===== config.mk =====
export PLATFORM = sky130hd
export DESIGN_NAME = max1282_emu
export DESIGN_NICKNAME = d
export VERILOG_FILES = /design/src/rtl/max1282_emu.sv
export SDC_FILE = /design/constraint.sdc
export NUM_CORES = 1
export LEC_CHECK = 0
export ABC_AREA = 1
export ABC_CLOCK_PERIOD_IN_PS = 2000
export BUFFER_PORTS_ARGS = -buffer_cell sky130_fd_sc_hd__buf_4
export CAP_MARGIN = 20
export CELL_PAD_IN_SITES_DETAIL_PLACEMENT = 0
export CELL_PAD_IN_SITES_GLOBAL_PLACEMENT = 1
export CORE_ASPECT_RATIO = 1.2
export CORE_UTILIZATION = 41
export CTS_CLUSTER_SIZE = 16
export DETAILED_ROUTE_END_ITERATION = 16
export GPL_TIMING_DRIVEN = 1
export HOLD_SLACK_MARGIN = 0.15
export PLACE_DENSITY_LB_ADDON = 0.1
export SLEW_MARGIN = 20
export SYNTH_ARGS = -nofsm -noshare
export SYNTH_HDL_FRONTEND = slang
export SYNTH_SLANG_ARGS = --single-unit

===== constraint.sdc =====
create_clock -name sys_clk -period 2 [get_ports sys_clk]
set_input_delay 0.6 -clock sys_clk [delete_from_list [all_inputs] [get_ports sys_clk]]
set_output_delay 0.6 -clock sys_clk [all_outputs]
set_load 0.02 [all_outputs]

===== src/rtl/max1282_emu.sv =====
// max1282_emu: SPI-slave stand-in for a MAX1282 4-channel 12-bit ADC.
// Inputs are oversampled on sys_clk. A control word starts a timed conversion,
// then sstrb pulses and the selected channel is shifted out on dout.
module max1282_emu #(
   parameter int unsigned CONV_CYCLES = 32,
   parameter int unsigned SYNC_STAGES = 2
) (
   input  logic        sys_clk,
   input  logic        sys_rst_n,
   input  logic        cs_n,
   input  logic        sclk,
   input  logic        din,
   input  logic [11:0] ch0_data,
   input  logic [11:0] ch1_data,
   input  logic [11:0] ch2_data,
   input  logic [11:0] ch3_data,
   output logic        dout,
   output logic        sstrb,
   output logic [7:0]  ctrl_word,
   output logic        ctrl_valid,
   output logic        sel_err,
   output logic        pd_mode,
   output logic        abort
);

   localparam int unsigned DATA_W = 12;
   localparam int unsigned CNT_W  = 8;
   localparam int unsigned SHR_W  = 15;

   typedef enum logic [2:0] {
      IDLE,
      RX_CTRL,
      CONV,
      STROBE,
      SHIFT
   } state_t;

   state_t                  state;
   logic [SYNC_STAGES-1:0]  cs_sync;
   logic [SYNC_STAGES-1:0]  sclk_sync;
   logic [SYNC_STAGES-1:0]  din_sync;
   logic                    sclk_q;
   logic                    cs_s;
   logic                    sclk_s;
   logic                    din_s;
   logic                    sclk_rise;
   logic                    sclk_fall;
   logic [6:0]              ctrl_sr;
   logic [7:0]              ctrl_next;
   logic [2:0]              bit_cnt;
   logic [CNT_W-1:0]        conv_cnt;
   logic [3:0]              fall_cnt;
   logic [DATA_W-1:0]       sample;
   logic [DATA_W-1:0]       sel_data;
   logic                    sel_ok;
   logic [DATA_W-1:0]       code;
   // Bit 15 of the output word goes straight to dout; this holds bits 14..0.
   logic [SHR_W-1:0]        shift_reg;

   // Input synchronizers; cs_n idles high so a reset never looks like a select.
   always_ff @(posedge sys_clk or negedge sys_rst_n) begin
      if (!sys_rst_n) begin
         cs_sync   <= '1;
         sclk_sync <= '0;
         din_sync  <= '0;
         sclk_q    <= 1'b0;
      end else begin
         cs_sync   <= SYNC_STAGES'({cs_sync, cs_n});
         sclk_sync <= SYNC_STAGES'({sclk_sync, sclk});
         din_sync  <= SYNC_STAGES'({din_sync, din});
         sclk_q    <= sclk_s;
      end
   end

   assign cs_s      = cs_sync[SYNC_STAGES-1];
   assign sclk_s    = sclk_sync[SYNC_STAGES-1];
   assign din_s     = din_sync[SYNC_STAGES-1];
   assign sclk_rise = sclk_s & ~sclk_q;
   assign sclk_fall = ~sclk_s & sclk_q;
   assign ctrl_next = {ctrl_sr, din_s};

   // Channel decode of the control word being completed.
   always_comb begin
      sel_ok   = 1'b1;
      sel_data = '0;
      case (ctrl_next[6:4])
         3'b001:  sel_data = ch0_data;
         3'b101:  sel_data = ch1_data;
         3'b010:  sel_data = ch2_data;
         3'b110:  sel_data = ch3_data;
         default: sel_ok   = 1'b0;
      endcase
   end

   // Bipolar mode flips the MSB to turn offset binary into two's complement.
   assign code = ctrl_word[3] ? sample : (sample ^ 12'h800);

   // Frame FSM with registered outputs.
   always_ff @(posedge sys_clk or negedge sys_rst_n) begin
      if (!sys_rst_n) begin
         state      <= IDLE;
         dout       <= 1'b0;
         sstrb      <= 1'b0;
         ctrl_word  <= '0;
         ctrl_valid <= 1'b0;
         sel_err    <= 1'b0;
         pd_mode    <= 1'b0;
         abort      <= 1'b0;
         ctrl_sr    <= '0;
         bit_cnt    <= '0;
         conv_cnt   <= '0;
         fall_cnt   <= '0;
         sample     <= '0;
         shift_reg  <= '0;
      end else begin
         ctrl_valid <= 1'b0;
         abort      <= 1'b0;
         if (state != IDLE && cs_s) begin
            // Deselect mid-frame wins over any coincident sclk edge.
            abort <= 1'b1;
            state <= IDLE;
            dout  <= 1'b0;
            sstrb <= 1'b0;
         end else begin
            case (state)
               IDLE: begin
                  dout  <= 1'b0;
                  sstrb <= 1'b0;
                  if (!cs_s && sclk_rise && din_s) begin
                     state   <= RX_CTRL;
                     bit_cnt <= 3'd1;
                     ctrl_sr <= 7'h01;
                  end
               end
               RX_CTRL: begin
                  if (sclk_rise) begin
                     ctrl_sr <= ctrl_next[6:0];
                     bit_cnt <= bit_cnt + 3'd1;
                     if (bit_cnt == 3'd7) begin
                        ctrl_word  <= ctrl_next;
                        ctrl_valid <= 1'b1;
                        sel_err    <= ~sel_ok;
                        pd_mode    <= (ctrl_next[1:0] == 2'b00);
                        conv_cnt   <= '0;
                        if (ctrl_next[1:0] == 2'b00) begin
                           state <= IDLE;
                        end else begin
                           sample <= sel_data;
                           state  <= CONV;
                        end
                     end
                  end
               end
               CONV: begin
                  if (conv_cnt == CNT_W'(CONV_CYCLES)) begin
                     state     <= STROBE;
                     sstrb     <= 1'b1;
                     dout      <= code[11];
                     shift_reg <= {code[10:0], 4'b0000};
                  end else begin
                     conv_cnt <= conv_cnt + CNT_W'(1);
                  end
               end
               STROBE: begin
                  sstrb    <= 1'b0;
                  fall_cnt <= '0;
                  state    <= SHIFT;
               end
               SHIFT: begin
                  if (sclk_fall) begin
                     dout      <= shift_reg[SHR_W-1];
                     shift_reg <= {shift_reg[SHR_W-2:0], 1'b0};
                     fall_cnt  <= fall_cnt + 4'd1;
                     if (fall_cnt == 4'd15) begin
                        state <= IDLE;
                        dout  <= 1'b0;
                     end
                  end
               end
               default: state <= IDLE;
            endcase
         end
      end
   end

endmodule

; Word level (Yosys, flattened, before mapping)
; Cells that the tools add are included.
; W data, S select, Z words.
[word_totals]
ff_bits = 73
inputBits = 53
word_cells = 115
[op_classes]
add_sub_neg = 3
eq_ne = 23
mux = 39
bitwise_logic = 8
n_reduce_logical = 24
[ops]
columns = operator, n
row1 = $pmux W12 S4, 1
row2 = $mux W15, 2
row3 = $pmux W15 S2, 1
row4 = $mux W3, 8
row5 = $mux W8, 3
row6 = $ne A3 B3 Y1 const B, 6
row7 = $pmux W8 S2, 1
row8 = $pmux W3 S5, 1
row9 = $mux W7, 2
row10 = $pmux W7 S2, 1
row11 = $eq A3 B3 Y1 const B, 4
row12 = $mux W1, 12
row13 = $mux W12, 1
row14 = $ne A2 B2 Y1 const B, 6
row15 = $reduce_and A4 Y1, 3
row16 = $reduce_and A5 Y1, 2
row17 = $eq A3 B2 Y1 const B, 3
row18 = $add A8 B1 Y8 const B, 1
row19 = $eq A8 B6 Y1 const B, 1
row20 = $pmux W4 S2, 1
row21 = $reduce_bool A2 Y1, 4
row22 = $eq A3 B1 Y1 const B, 2
row23 = $not A1 Y1, 6
row24 = $pmux W3 S2, 1
row25 = other kinds (19), 24

; Depth between registers and ports, before layout
; Gate-level depths: netlist (run 1).
[logic_depth]
word_depth = 7
mapped_depth = 10
ltp_nobuf = 10

; Worst setup path before layout (run 1)
; OpenSTA, ideal clock, no wires.
[synth_timing]
kind = flip-flop to flip-flop
start = register conv_cnt[0]
end = register shift_reg[10]
setup_time_ps = 123
arrival_ps = 1296
t_required_ps = 1877
slack_ps = 582
path_stages_with_launch = 11
synth_period_minus_slack_ps = 1418
cell_sequence = dfrtp_1 inv_1 ha_1 nand2_1 nor2_1 nand2_2 nand2_1 nand4_2 buf_2 nand2_1 o21ai_1
[synth_between]
elab_chain_cells = 3
[synth_rtl]
columns = element, line
row1 = "start, declared", 51  ; logic [CNT_W-1:0] conv_cnt;
row2 = "start signal, assigned", 161  ; conv_cnt <= conv_cnt + CNT_W'(1);
row3 = $eq A8 B6 Y1, 155  ; if (conv_cnt == CNT_W'(CONV_CYCLES)) begin
row4 = $ne A2 B2 Y1 (no source line), --
row5 = $reduce_and A4 Y1 (no source line), --
row6 = "end signal, assigned", 159  ; shift_reg <= {code[10:0], 4'b0000};
row7 = "end signal, assigned", 172  ; shift_reg <= {shift_reg[SHR_W-2:0], 1'b0};
row8 = "end, declared", 58  ; logic [SHR_W-1:0] shift_reg;
; Every way passes these cells.
; A chain may end at the register's enable or synchronous reset.

; Worst setup path after layout (run 1)
[layout_timing]
start = register state[0]
end = register ctrl_sr[0]
[layout_between]
elab_chain_cells = 4
elab_cells_between_ends = 10
classes_between = 3 x eq/ne / 1 x mux / 1 x bitwise / 5 x reduce/logical
[layout_rtl]
columns = element, line
row1 = "start, declared", 38  ; state_t state;
row2 = "start signal, assigned", 101  ; state <= IDLE;
row3 = "start signal, assigned", 121  ; state <= IDLE;
row4 = "start signal, assigned", 130  ; state <= RX_CTRL;
row5 = "parallel branches: the longest is 4 deep, another holds $reduce_and A4 Y1", --
row6 = "end signal, assigned", 137  ; ctrl_sr <= ctrl_next[6:0];
row7 = "end, declared", 48  ; logic [6:0] ctrl_sr;
; Several ways; the timed one is not identified.

==> results.py, run 1 <==
metrics = {
    "outcome": {
        "status": "finished clean",
    },
    "floorplan": {
        "start_util": 0.429,
        "core_area_mm2": 0.00824,
        "die_w_um": 86.7,
        "die_y_um": 104,
        "boundaryPins": 67,
        "fp-row-count": 36,
        "dieArea_mm2": 0.00900,
    },
    "sta": {
        "worstMarginPinSlew_ns": 0.642,
        "timing.final.crit_share": 0.851,
        "finalHoldViolCount": 0,
        "fin_crit_ns": 1.70,
        "fmax_mhz": 588,
        "rsz0062_at_grt": "no",
        "relSlewSlack": 0.569,
        "setup_viol": 0,
        "tns_ns": 0,
        "fin_skew_ns": 0.00986,
        "timing.final.max_slew_violations": 0,
    },
    "yosys": {
        "syn_nets": 485,
        "syn_area_mm2": 0.00353,
        "ys_ff_latch": 69,
        "syn-instance-count": 425,
        "yosysWarningCount": 0,
        "synth.distinct_cells": 31,
        "yosysSeqAreaShare": 0.489,
        "syn-mean-instance-area_um2": 8.31,
    },
    "cells_and_area": {
        "finalNetCount": 554,
        "fillCellCount": 835,
        "final_cells": 613,
        "fin_area_mm2": 0.00442,
        "drive_gt1_frac": 0.244,
        "antenna_cells": 0,
        "final_common_cell": "nand2_1",
        "finish.utilization": 0.536,
        "largest_reg_flops": 12,
        "area_delta_synth_final_pct": 25.0,
        "final_cell_mix": "102 x nand2_1, 74 x buf_4, 67 x nand3_1, 67 x dfrtp_1, 35 x nor2_1",
    },
    "clocking": {
        "cts_sinks": 69,
        "clk_pin_slew_worst_paths_ns": 0.08,
        "cts_tree": "built",
        "clk_path_buf_depth": 2,
        "cts_root_buf": "clkbuf_8",
        "cts_resized": 0,
        "clk_latency_ns": 0.34,
        "post-cts-setup-buffers": 0,
        "cts_buffers": 9,
        "htree_num_levels": 3,
        "cts.hold.buffers_added": 0,
    },
    "place": {
        "io_buffer_count": 66,
        "hpwl_um": 5770,
        "place_area_mm2": 0.00417,
        "place_inst": 597,
        "place_congestion": 0.877,
    },
    "setup_path": {
        "cp.required_ns": 2.22,
        "critPathKind": "reg -> reg",
        "start_kind": "register",
        "arrival_ns": 1.92,
        "slowest_stage": "dfrtp_1",
        "cp_cell_sequence": "nor2_2, nand2_1, nand2_1, o21ai_2, nor2_4, o21ai_0",
        "cp-end-kind": "register",
        "path_buf_inv": 0,
        "worst_path_largest_cell_delay_ns": 0.42,
        "cp_top_family": "simple AND/OR/NAND/NOR gates",
        "crit_fanout": 11,
        "cp_common_cell": "nand2_1",
    },
    "power_and_ir_drop": {
        "ir_worst_vdd_uv": 369,
        "p_per_area_mw_per_mm2": 903,
        "leakagePower_nw": 2.32,
        "power_mw": 3.99,
    },
    "global_routing": {
        "grt_max_degree": 35,
        "track_usage": 0.186,
        "first_global_vias": 2953,
        "antenna_found_initial": 0,
        "grt_pass1_wl_um": 13200,
        "overflow": 0,
    },
    "job": {
        "cap_violations": 0,
    },
    "routing": {
        "drt-pass1-iter-count": 4,
        "viasPerCell": 4.83,
        "wl_um": 7510,
        "ant_nets": 0,
        "drcViolationCount": 0,
        "routedWlPerCell_um": 12.3,
        "drt-initial-drc-count": 173,
        "vias": 2962,
    },
    "hold_path": {
        "hold_path.class": "in -> async",
    },
}
## layer usage
metal  vias to the layer above  global-route usage  part of all wire
met5                         -                   0                 0
li1                       1543                   -                 -
met3                         9              0.0375             0.035
met1                      1345               0.230              0.46
met4                         0              0.0845             0.015
met2                        65               0.309              0.49
## where the power goes
part           internal [mW]  switching, mW  leakage [nW]  total, mW
logic                  0.352          0.598          1.32      0.950
registers               1.54          0.106         0.872       1.65
clock network          0.867          0.520         0.124       1.39
total                   2.76           1.22          2.32       3.99
## per-stage QoR
step / hold slack (ns) / setup WS, ns
floorplan: 0.304 / 0.582
global placement: 0.334 / 0.335
detailed placement: 0.337 / 0.272
CTS: 0.161 / 0.273
global route: 0.174 / 0.129
finish: 0.166 / 0.299
## synthesized netlist by cell type
cell type	number	area [um2]
nor2_2	2	12.5
nand4_4	1	21.3
o21ai_0	26	130
nand3_2	2	20.0
buf_6	1	11.3
o31ai_1	1	7.51
inv_1	29	109
inv_2	4	15.0
ha_1	7	87.6
nor3b_1	1	7.51
nor2_4	4	45.0
o21ai_1	13	65.1
buf_2	7	35.0
mux2i_1	10	100
nand2_2	4	25.0
nand2_4	1	11.3
nand3_1	67	335
clkinv_1	1	3.75
nand4_2	1	12.5
nor2_1	35	131
clkbuf_1	8	30.0
nand2_1	102	383
nand4_1	1	6.26
o21ai_2	11	96.3
buf_4	1	7.51
o22ai_1	6	37.5
dfstp_2	2	52.6
dfrtp_1	67	1680
nor3_1	1	5.00
xor2_1	2	17.5
a21oi_1	7	35.0
## layout make-up
cell class / instances / area [um2] / area share
multi-input cells: 305 / 1590 / 0.361
clock inverters: 5 / 108 / 0.0244
well taps: 114 / 143 / 0.0323
clock buffers: 11 / 141 / 0.0320
flip-flops and latches: 69 / 1730 / 0.392
repair buffers: 75 / 576 / 0.130
inverters: 34 / 128 / 0.0289
## path summary, 6_finish.rpt
| kind | startpoint | endpoint | slack [ns] | cells past startpoint |
|---|---|---|---|---|
| min in group sys_clk | sclk_sync[0] | sclk_sync[1] | 0.35 | 0 |
| setup / recovery | state[0] | ctrl_sr[0] | 0.30 | 6 |
| hold reg to reg | sclk_sync[0] | sclk_sync[1] | 0.35 | 0 |
| setup reg to reg | state[0] | ctrl_sr[0] | 0.30 | 6 |
| hold / removal | sys_rst_n | conv_cnt[2] | 0.17 | 1 |
| max in group asynchronous | sys_rst_n | cs_sync[1] | 1.27 | 2 |
## kinds of logic (layout without fill, tap and decap cells)
family / Yosys count / count (layout) / synth area share
mux: 10 / 10 / 0.0283
fa+ha+maj: 7 / 7 / 0.0248
simple gates: 222 / 222 / 0.288
compound gates: 64 / 64 / 0.105
flops: 69 / 69 / 0.489
buf+inv: 51 / 125 / 0.0598
xor+xnor: 2 / 2 / 0.00496
Note: power is estimated with default switching activity, not from simulation.
==> inputs of run 2 (changes only) <==
ABC_CLOCK_PERIOD_IN_PS = 2100   (was 2000)
CORE_UTILIZATION = 44   (was 41)
CTS_CLUSTER_DIAMETER = 80   (was default)
clock period = 2.1 ns   (was 2 ns; I/O delays follow)
==> run 2 against run 1 <==
  * The flow now finishes with violations (DRC)
  * Setup slack improved by 0.056 ns
  * Routed wire length up 0.77%
  * Clock skew rose by 0.0015 ns
  * Final area fell by 2.3%
  * Count of clock-buffer cells in the layout fell by 1
  * Clock power decreased by 24%
  * Via count is 0.68% higher
  * First-iteration DRC count up 2.3%
  * Power shrank 11%
  * Register-to-register slack better by 0.06 ns
  * Critical path depth is the same
  * Largest cell class unchanged
==> results.py, run 2 (synthesis gave the netlist of run 1 again) <==
metrics = {
    "sta": {
        "worstMarginPinSlew_ns": 0.654,
        "rsz0062_at_grt": "no",
        "finalHoldViolCount": 0,
        "fin_skew_ns": 0.0113,
        "fin_crit_ns": 1.75,
        "fmax_mhz": 573,
        "tns_ns": 0,
        "relSlewSlack": 0.561,
        "timing.final.crit_share": 0.831,
        "setup_viol": 0,
        "timing.final.max_slew_violations": 0,
    },
    "floorplan": {
        "die_y_um": 100,
        "dieArea_mm2": 0.00839,
        "start_util": 0.456,
        "boundaryPins": 67,
        "fp-row-count": 35,
        "die_w_um": 83.8,
        "core_area_mm2": 0.00775,
    },
    "setup_path": {
        "r2r_slack_ns": 0.35,
        "cp_cell_sequence": "nor2_2, nand2_1, nand2_1, o21ai_2, nor2_4, o22ai_1",
        "worst_path_largest_cell_delay_ns": 0.43,
        "crit_fanout": 11,
        "cp.required_ns": 2.31,
        "r2r_start": "state[0]",
        "slowest_stage": "dfrtp_1",
        "critPathKind": "reg -> reg",
        "cp_common_cell": "nand2_1",
        "r2r-end": "ctrl_sr[5]",
        "cp-end-kind": "register",
        "arrival_ns": 1.96,
        "reg2reg_depth": 6,
        "start_kind": "register",
    },
    "clocking": {
        "post-cts-setup-buffers": 0,
        "cts_root_buf": "clkbuf_8",
        "cts_tree": "built",
        "clk_latency_ns": 0.35,
        "clk_pin_slew_worst_paths_ns": 0.08,
        "htree_num_levels": 3,
        "clk_path_buf_depth": 2,
        "cts_buffers": 9,
        "cts_sinks": 69,
        "cts.hold.buffers_added": 0,
        "cts_resized": 0,
    },
    "place": {
        "hpwl_um": 5630,
        "io_buffer_count": 66,
        "place_congestion": 0.865,
        "place_area_mm2": 0.00413,
    },
    "cells_and_area": {
        "fin_area_mm2": 0.00432,
        "finalNetCount": 552,
        "largest_reg_flops": 12,
        "final_common_cell": "nand2_1",
        "antenna_cells": 0,
        "area_delta_synth_final_pct": 22.2,
        "drive_gt1_frac": 0.241,
        "final_cell_mix": "102 x nand2_1, 72 x buf_4, 67 x nand3_1, 67 x dfrtp_1, 35 x nor2_1",
    },
    "global_routing": {
        "grt_pass1_wl_um": 12900,
        "overflow": 0,
        "antenna_found_initial": 0,
        "grt_max_degree": 43,
        "track_usage": 0.194,
        "first_global_vias": 2847,
    },
    "outcome": {
        "status": "finished with violations",
        "failed_checks": "DRC",
    },
    "power_and_ir_drop": {
        "power_mw": 3.54,
        "ir_worst_vdd_uv": 355,
        "p_per_area_mw_per_mm2": 821,
        "leakagePower_nw": 2.28,
    },
    "hold_path": {
        "hold_path.class": "in -> async",
    },
    "routing": {
        "viasPerCell": 5.06,
        "vias": 2982,
        "wl_um": 7570,
        "routedWlPerCell_um": 12.9,
        "drt-pass1-iter-count": 10,
        "drcViolationCount": 2,
        "drt-initial-drc-count": 177,
        "ant_nets": 0,
    },
    "job": {
        "cap_violations": 0,
    },
}
[run 2: changes by cell type in the layout (fill, tap and decap cells not counted), sizes merged]
| cell | change |
|---|---|
| buf | -2 |
| bufinv | -2 |
| clkbuf | -1 |
| clkinv | +1 |
| clkinvlp | +2 |
[run 2: layout make-up]
type	instances	area [um2]
fill	711	3430
sequential	69	1730
multi-input combinational	305	1590
timing repair buffer	73	561
clock buffer	10	128
inverter	34	128
tap	92	115
clock inverter	6	63.8
[run 2: routing by layer]
layer | up-vias | share of wire | GRT usage
li1 | 1535 | - | -
met1 | 1369 | 0.44 | 0.240
met2 | 68 | 0.50 | 0.330
met3 | 10 | 0.041 | 0.0493
met4 | 0 | 0.016 | 0.0716
met5 | - | 0 | 0
[run 2: critical path, delay by kind of cell (launching register included)]
| family | cells | cell delay, ns |
|---|---|---|
| flip-flops | 1 | 0.43 |
| AO/OA/AOI/OAI | 2 | 0.27 |
| AND/OR/NAND/NOR | 4 | 0.91 |
[run 2: per-stage QoR]
stage	hold WS, ns	cells	util	worst slack [ns]
after floorplan	0.331	425	-	0.682
after global placement	0.334	573	0.532	0.431
after detailed placement	0.336	573	0.532	0.380
after CTS	0.183	589	0.557	0.363
after global routing	0.203	589	0.557	0.205
final	0.190	589	0.557	0.355
[run 2: power by group]
group / switching, mW / internal, mW / total [mW]
logic: 0.583 / 0.335 / 0.918
registers: 0.109 / 1.47 / 1.58
clock network: 0.502 / 0.546 / 1.05
[run 2: how the worst max path moves through the flow]
stage                start             to  cells past startpoint
6_report          state[0]     ctrl_sr[5]                      6
5_1_grt           state[0]     ctrl_sr[0]                      6
4_1_cts           state[0]   shift_reg[8]                      7
3_5_place_dp      state[0]     ctrl_sr[5]                      6
3_3_place_gp      state[0]     ctrl_sr[5]                      6
2_1_floorplan  conv_cnt[0]  shift_reg[10]                     10
